==> src/rtl/chess_pkg.sv <==
// Shared chess encodings: piece types, color bit, FSM state codes and the start position.
package chess_pkg;

  localparam logic [2:0] PieceEmpty   = 3'b000;
  localparam logic [2:0] PiecePawn    = 3'b001;
  localparam logic [2:0] PieceKnight  = 3'b010;
  localparam logic [2:0] PieceBishop  = 3'b011;
  localparam logic [2:0] PieceRook    = 3'b100;
  localparam logic [2:0] PieceQueen   = 3'b101;
  localparam logic [2:0] PieceKing    = 3'b110;
  localparam logic [2:0] PieceIllegal = 3'b111;

  localparam int unsigned ColorBit = 3;

  localparam logic [2:0] StIdle  = 3'd0;
  localparam logic [2:0] StFetch = 3'd1;
  localparam logic [2:0] StCheck = 3'd2;
  localparam logic [2:0] StWrite = 3'd3;
  localparam logic [2:0] StDone  = 3'd4;

  function automatic logic [2:0] back_rank(input int unsigned col);
    case (col)
      0, 7:    back_rank = PieceRook;
      1, 6:    back_rank = PieceKnight;
      2, 5:    back_rank = PieceBishop;
      3:       back_rank = PieceQueen;
      default: back_rank = PieceKing;
    endcase
  endfunction

  function automatic logic [255:0] start_board();
    logic [255:0] b;
    b = '0;
    for (int unsigned c = 0; c < 8; c++) begin
      b[4*c +: 4]        = {1'b1, back_rank(c)};
      b[4*(8 + c) +: 4]  = {1'b1, PiecePawn};
      b[4*(48 + c) +: 4] = {1'b0, PiecePawn};
      b[4*(56 + c) +: 4] = {1'b0, back_rank(c)};
    end
    return b;
  endfunction

  localparam logic [255:0] START_BOARD = start_board();

endpackage

==> src/rtl/move_check.sv <==
// Combinational move validation and destination-code resolution (pawn promotion).
module move_check
  import chess_pkg::*;
(
  input  logic [3:0] src,
  input  logic [3:0] dst,
  input  logic [5:0] from_pos,
  input  logic [5:0] to_pos,
  input  logic       side_to_move,
  input  logic [2:0] promo_piece,
  output logic       reject,
  output logic [3:0] dst_code
);

  logic [2:0] src_type;
  logic       src_color;
  logic       promo_row;
  logic [2:0] promo_type;

  always_comb begin
    src_type  = src[2:0];
    src_color = src[ColorBit];

    reject = (src_type == PieceEmpty) || (src_type == PieceIllegal) ||
             (from_pos == to_pos) || (src_color != side_to_move) ||
             ((dst[2:0] != PieceEmpty) && (dst[ColorBit] == src_color));

    // White promotes on row 0, black on row 7.
    promo_row  = src_color ? (to_pos[5:3] == 3'd7) : (to_pos[5:3] == 3'd0);
    promo_type = ((promo_piece >= PieceKnight) && (promo_piece <= PieceQueen)) ?
                 promo_piece : PieceQueen;

    dst_code = ((src_type == PiecePawn) && promo_row) ? {src_color, promo_type} : src;
  end

endmodule

==> src/rtl/board_move_writer.sv <==
// Owns the 64-square board register; accepts one move per handshake, validates and applies it.
module board_move_writer
  import chess_pkg::*;
(
  input  logic         clk,
  input  logic         rst_n,
  input  logic         init,
  input  logic         move_valid,
  output logic         move_ready,
  input  logic [5:0]   from_pos,
  input  logic [5:0]   to_pos,
  input  logic [2:0]   promo_piece,
  output logic [255:0] bigBoard,
  output logic         side_to_move,
  output logic         done,
  output logic         error,
  output logic [3:0]   captured_piece
);

  logic [2:0]   state_q, state_d;
  logic [5:0]   from_q, to_q;
  logic [2:0]   promo_q;
  logic [3:0]   src_q, dst_q;
  logic [255:0] board_q;
  logic         side_q;
  logic         error_q;
  logic [3:0]   captured_q;

  logic         reject;
  logic [3:0]   dst_code;

  move_check u_move_check (
    .src          (src_q),
    .dst          (dst_q),
    .from_pos     (from_q),
    .to_pos       (to_q),
    .side_to_move (side_q),
    .promo_piece  (promo_q),
    .reject       (reject),
    .dst_code     (dst_code)
  );

  always_comb begin
    state_d = state_q;
    case (state_q)
      StIdle:  if (!init && move_valid) state_d = StFetch;
      StFetch: state_d = StCheck;
      StCheck: state_d = reject ? StDone : StWrite;
      StWrite: state_d = StDone;
      StDone:  state_d = StIdle;
      default: state_d = StIdle;
    endcase
  end

  always_ff @(posedge clk) begin
    if (!rst_n) begin
      state_q    <= StIdle;
      from_q     <= '0;
      to_q       <= '0;
      promo_q    <= '0;
      src_q      <= '0;
      dst_q      <= '0;
      board_q    <= START_BOARD;
      side_q     <= 1'b0;
      error_q    <= 1'b0;
      captured_q <= '0;
    end else begin
      state_q <= state_d;
      case (state_q)
        StIdle: begin
          if (init) begin
            board_q <= START_BOARD;
            side_q  <= 1'b0;
          end else if (move_valid) begin
            from_q  <= from_pos;
            to_q    <= to_pos;
            promo_q <= promo_piece;
          end
        end
        StFetch: begin
          src_q <= board_q[{from_q, 2'b00} +: 4];
          dst_q <= board_q[{to_q, 2'b00} +: 4];
        end
        StCheck: begin
          error_q    <= reject;
          captured_q <= '0;
        end
        StWrite: begin
          // from != to is guaranteed here, so the two slice writes never collide.
          board_q[{from_q, 2'b00} +: 4] <= 4'b0000;
          board_q[{to_q, 2'b00} +: 4]   <= dst_code;
          captured_q                    <= dst_q;
          side_q                        <= ~side_q;
        end
        default: ;
      endcase
    end
  end

  always_comb begin
    move_ready     = (state_q == StIdle);
    done           = (state_q == StDone);
    error          = done & error_q;
    captured_piece = done ? captured_q : 4'b0000;
    bigBoard       = board_q;
    side_to_move   = side_q;
  end

endmodule

==> config.mk <==
export PLATFORM = sky130hd
export DESIGN_NAME = board_move_writer
export DESIGN_NICKNAME = d
export VERILOG_FILES = /design/src/rtl/chess_pkg.sv /design/src/rtl/move_check.sv /design/src/rtl/board_move_writer.sv
export SDC_FILE = /design/constraint.sdc
export NUM_CORES = 1
export LEC_CHECK = 0
export CORE_MARGIN = 2
export CORE_UTILIZATION = 40
export DETAILED_ROUTE_END_ITERATION = 6
export PLACE_DENSITY = 0.67
export SLEW_MARGIN = 5
export SYNTH_ARGS = -nofsm -noshare
export SYNTH_HDL_FRONTEND = slang
export SYNTH_SLANG_ARGS = --single-unit
==> constraint.sdc <==
create_clock -name clk -period 8 [get_ports clk]
set_input_delay 1.2 -clock clk [delete_from_list [all_inputs] [get_ports clk]]
set_output_delay 1.2 -clock clk [all_outputs]
set_load 0.05 [all_outputs]
==> results.env <==
INITIAL_ANTENNA_VIOLATION_COUNT=6
REPORT.FINAL.HOLD_VIOL_COUNT=0
GLOBAL_ROUTE_USAGE_SUM_PCT=45.02
CRITICAL_PATH_BUF_INV_COUNT=2
GLOBAL_ROUTE_WIRE_LENGTH_BEFORE_REPAIR_MM=138.6
SYNTH.YOSYS.SEQ_AREA_SHARE_PCT=34.62
SYNTH.CELL_AREA_UM2=16650
SETUP.WORST_PATH.END_CLASS='flip-flop'
WORST_REG2REG_PATH_ENDPOINT='bigBoard[129]$_SDFFE_PN0P_'
INITIAL_CORE_UTIL_PCT=40.69
HOLD_PATH.STARTPOINT='promo_q[2]$_SDFFE_PN0P_'
OVERFLOW=0
POWER.SWITCHING_W=0.001166
GRT_SETUP_UNREPAIRED='false'
AVG_WL_PER_CELL_UM=39.92
DRV_SLEW=0
DIE_H_UM=208.0
YS.FLOP_TYPE='dfxtp_1'
P_INT_W=0.002654
FINAL_CELL_COUNT_NO_FILL=2526
P_PER_AREA_nW_PER_UM2=180.1
WORST_SKEW_PAIR.LATE_LATENCY_PS=580
PLACEMENT_ROWS=74
FIRST_PASS_ITERS=6
SYNTH.NET_COUNT=1762
FINAL_CORE_UTIL_PCT=51.83
SETUP_VIOL=0
YOSYS.AREA.TOP_TYPE_SHARE_PCT=34.62
GRT_PASS1_VIAS=17348
LAYOUT.CELLS.MOST_COMMON_LIST='dfxtp_1 (282), clkdlybuf4s50_1 (281), nand2_1 (182), nor2_1 (119), mux4_2 (116)'
POST_ROUTE_CELLS_DRIVE_ABOVE_1_SHARE_PCT=13.58
CLK_PIN_SLEW_WORST_PATHS_PS=60
FINAL.MIN_CLOCK_PERIOD_PS=4661
YS_TOP_CELLS_BY_AREA='dfxtp_1 (35%), mux4_2 (16%), mux2i_1 (4.4%)'
P_LEAK_nW=7.009
WORST_PATH_LARGEST_CELL_DELAY_PS=970
YS_FF_LATCH=288
NUM_VIAS=18653
TIMING.SETUP.CRITICAL_PATH_CLASS='flip-flop to flip-flop'
WORST_HOLD_PATH_TYPE='flip-flop to flip-flop'
PATH_DELAY_FAMILY='simple AND/OR/NAND/NOR gates'
SYNTH-EDFF-COUNT=0
CRITPATHREQUIREDTIME_PS=8520
CTS_NUM_SINKS=288
YOSYSWARNINGS=0
CRITICAL_PATH.REG2REG.STARTPOINT='to_q[1]$_SDFFE_PN0P_'
TIMING.REG2REG.WORST_PATH_DEPTH=9
CTS-BUFFERS-INSERTED=34
CP.ARRIVAL_PS=5180
CTS_REPAIR_RESIZE_COUNT=0
STATUS='finished clean'
SYNTH_CELLS=1734
HOLD_END='promo_q[2]$_SDFFE_PN0P_'
TRITONCTS='yes'
PORT_BUFFERS=282
DRT_ITER0_MARKERS=3112
ACHIEVABLE-FREQUENCY_GHz=0.2146
PATH_MAX_FANOUT=29
PLACE_CONGESTION=1.092
SEQPWRFRAC_PCT=38.9
CTSHOLDBUFFERS=0
CLKPWRFRAC_PCT=44.8
CRIT_SLOWEST_CELL='nor3_1'
NNETSFINAL=1995
CORE_REGION_AREA_UM2=40920
CTS.HTREE.LEVELS=2
PLACE.DETAILED.HPWL_MM=72.44
LAYOUT_COMMONEST_CELL='dfxtp_1'
POSTCTSSETUPREPAIRBUFS=0
LOGIC_GATE_SHARE_OF_TOTAL_POWER_PCT=16.3
AREA_DELTA_SYNTH_FINAL_PCT=27.38
TIMING.HOLD.WORST_PATH_DEPTH=2
PLACED_CELLS=2463
FINAL.PERIOD_UTILIZATION_PCT=58.26
PATH_CELLS='buf_4, inv_2, ha_1, nand2b_1, nor2_1, nor2_1, nand3_1, nor3_1, a22o_1'
CLOCK_TREE.BUFFER_DEPTH=3
CRIT_TOP_CELL='nor2_1'
WORST_SETUP_PATH_START_KIND='flip-flop'
POST-SYNTH-TOP-AREA-CELL='dfxtp_1'
VIAS_PER_CELL=7.384
MAX_SLEW_MARGIN_PCT=1.649
ASYNC_FLOP_SHARE_PCT=0
DRCVIOLATIONCOUNT=0
AVERAGE_CELL_AREA_AFTER_SYNTHESIS_UM2=9.604
WORST_VOLTAGE_DROP_ACROSS_THE_VDD_GRID_mV=0.1668
FINCLKSKEW_PS=25.95
REG2REG_SLACK_PS=3340
ROUTED_WIRELENGTH_MM=100.8
ANT_NETS=0
TIMING_WORST_SLEW_PIN_VALUE_PS=1472
POWER_SWITCHING_SHARE_PCT=30.52
CAP_VIOL_MAX_COUNT=0
DESIGN.DIE.AREA_UM2=43280
IO-PIN-COUNT=283
CELL_VARIETY_AFTER_SYNTH=86
CTS_ROOT_BUFFER='clkbuf_16'
FINAL.SETUP.TNS_PS=0
GRT_MAX_DEGREE=57
DIE_WD_UM=208.0
## synthesized netlist by cell type, types with 6 or more instances
master,n
or3_1,9
o21a_1,9
a22o_1,80
nand3_1,49
a21oi_1,62
a221oi_1,11
nand2b_1,17
buf_1,16
inv_1,28
a311o_1,6
a22oi_1,29
xor2_1,10
nor2_1,120
a32o_1,30
a221o_1,16
nor4_1,7
nand4_1,7
o22ai_1,34
o221ai_1,20
o22a_1,15
o211ai_1,7
clkbuf_1,84
o31ai_1,12
mux2i_1,74
nor3_1,39
a21o_1,13
mux4_2,116
o2bb2ai_1,36
and2_1,17
buf_2,29
dfxtp_1,288
nor2b_1,10
and3_1,7
buf_4,9
nand2_1,183
o21ai_0,83
o21ai_1,6
ha_1,9
o32ai_1,11
a211oi_1,10
a31oi_1,26
## per-layer routing
layer,track usage (%),share of wire (%),vias up,wire length [µm]
met5,2.113,0.15,-,156
met4,28.10,7.9,8,7954
met2,63.28,41,1798,40870
met1,57.05,36,9144,36400
met3,18.28,15,439,15460
li1,-,-,7264,-
## cell type report
| cell class | instances | area [µm²] |
|---|---|---|
| Fill cell | 3760 | 19710 |
| Antenna cell | 6 | 15.01 |
| Inverter | 30 | 112.6 |
| Tap cell | 532 | 665.6 |
| Clock inverter | 13 | 236.5 |
| Sequential cell | 288 | 5778 |
| Multi-Input combinational cell | 1278 | 10240 |
| Timing Repair Buffer | 335 | 3216 |
| Clock buffer | 44 | 949.7 |
## sequential cells by signal (all words and copies together) (netlist names), 3 cells and up
register and flops:
from_q 6, src_q 4, dst_q 4, bigBoard 256
to_q 6, promo_q 3, state_q 3, captured_q 4
## metrics by stage
step | setup WS, ps | hold WS [ps] | cell area [µm²] | total power (W)
2_1_floorplan | 4322 | 436.3 | 16650 | 0.001853
3_3_place_gp | 3593 | 449.9 | 20010 | 0.002095
3_5_place_dp | 3629 | 457.9 | 20010 | 0.002098
4_1_cts | 3622 | 471.0 | 21200 | 0.003767
5_1_grt | 3383 | 488.2 | 21210 | 0.003869
6_report | 3339 | 467.7 | 21210 | 0.003820
## worst max path at each step
stage / startpoint / end / slack, ps / depth (start not counted)
after floorplan: state_q[2]$_SDFFE_PN0P_ / captured_piece[0] / 4320 / 3
after global placement: rst_n / bigBoard[131]$_SDFFE_PN0P_ / 3590 / 6
after global routing: to_q[1]$_SDFFE_PN0P_ / bigBoard[146]$_SDFFE_PN0P_ / 3380 / 9
after detailed placement: to_q[1]$_SDFFE_PN0P_ / bigBoard[129]$_SDFFE_PN0P_ / 3630 / 9
after CTS: to_q[1]$_SDFFE_PN0P_ / bigBoard[129]$_SDFFE_PN0P_ / 3620 / 9
final: to_q[1]$_SDFFE_PN0P_ / bigBoard[129]$_SDFFE_PN0P_ / 3340 / 9
## worst register-to-register path, stage by stage, from the launching register on
cell and delay (ps):
dfxtp_2 310, buf_4 430, inv_2 330, ha_1 420
nand2b_1 240, nor2_1 240, nor2_1 870, nand3_1 540
nor3_1 980, a22o_1 270
## logic make-up after synthesis
kind of cell | count (synthesis) | share of synthesized area, %
flops | 288 | 34.62
compound gates | 561 | 25.33
fa+ha+maj | 9 | 0.6762
mux | 195 | 20.47
simple gates | 498 | 13.90
xor+xnor | 15 | 0.7888
buf+inv | 168 | 4.207
## power groups by stage
stage                     logic (W)  registers [W]  clock network (W)
after global routing       0.000624        0.00149            0.00176
final                      0.000622        0.00149            0.00171
after global placement     0.000580        0.00152                  0
after CTS                  0.000585        0.00148            0.00170
after floorplan            0.000320        0.00153                  0
after detailed placement   0.000582        0.00152                  0
Note: power is estimated with default switching activity, not from simulation.
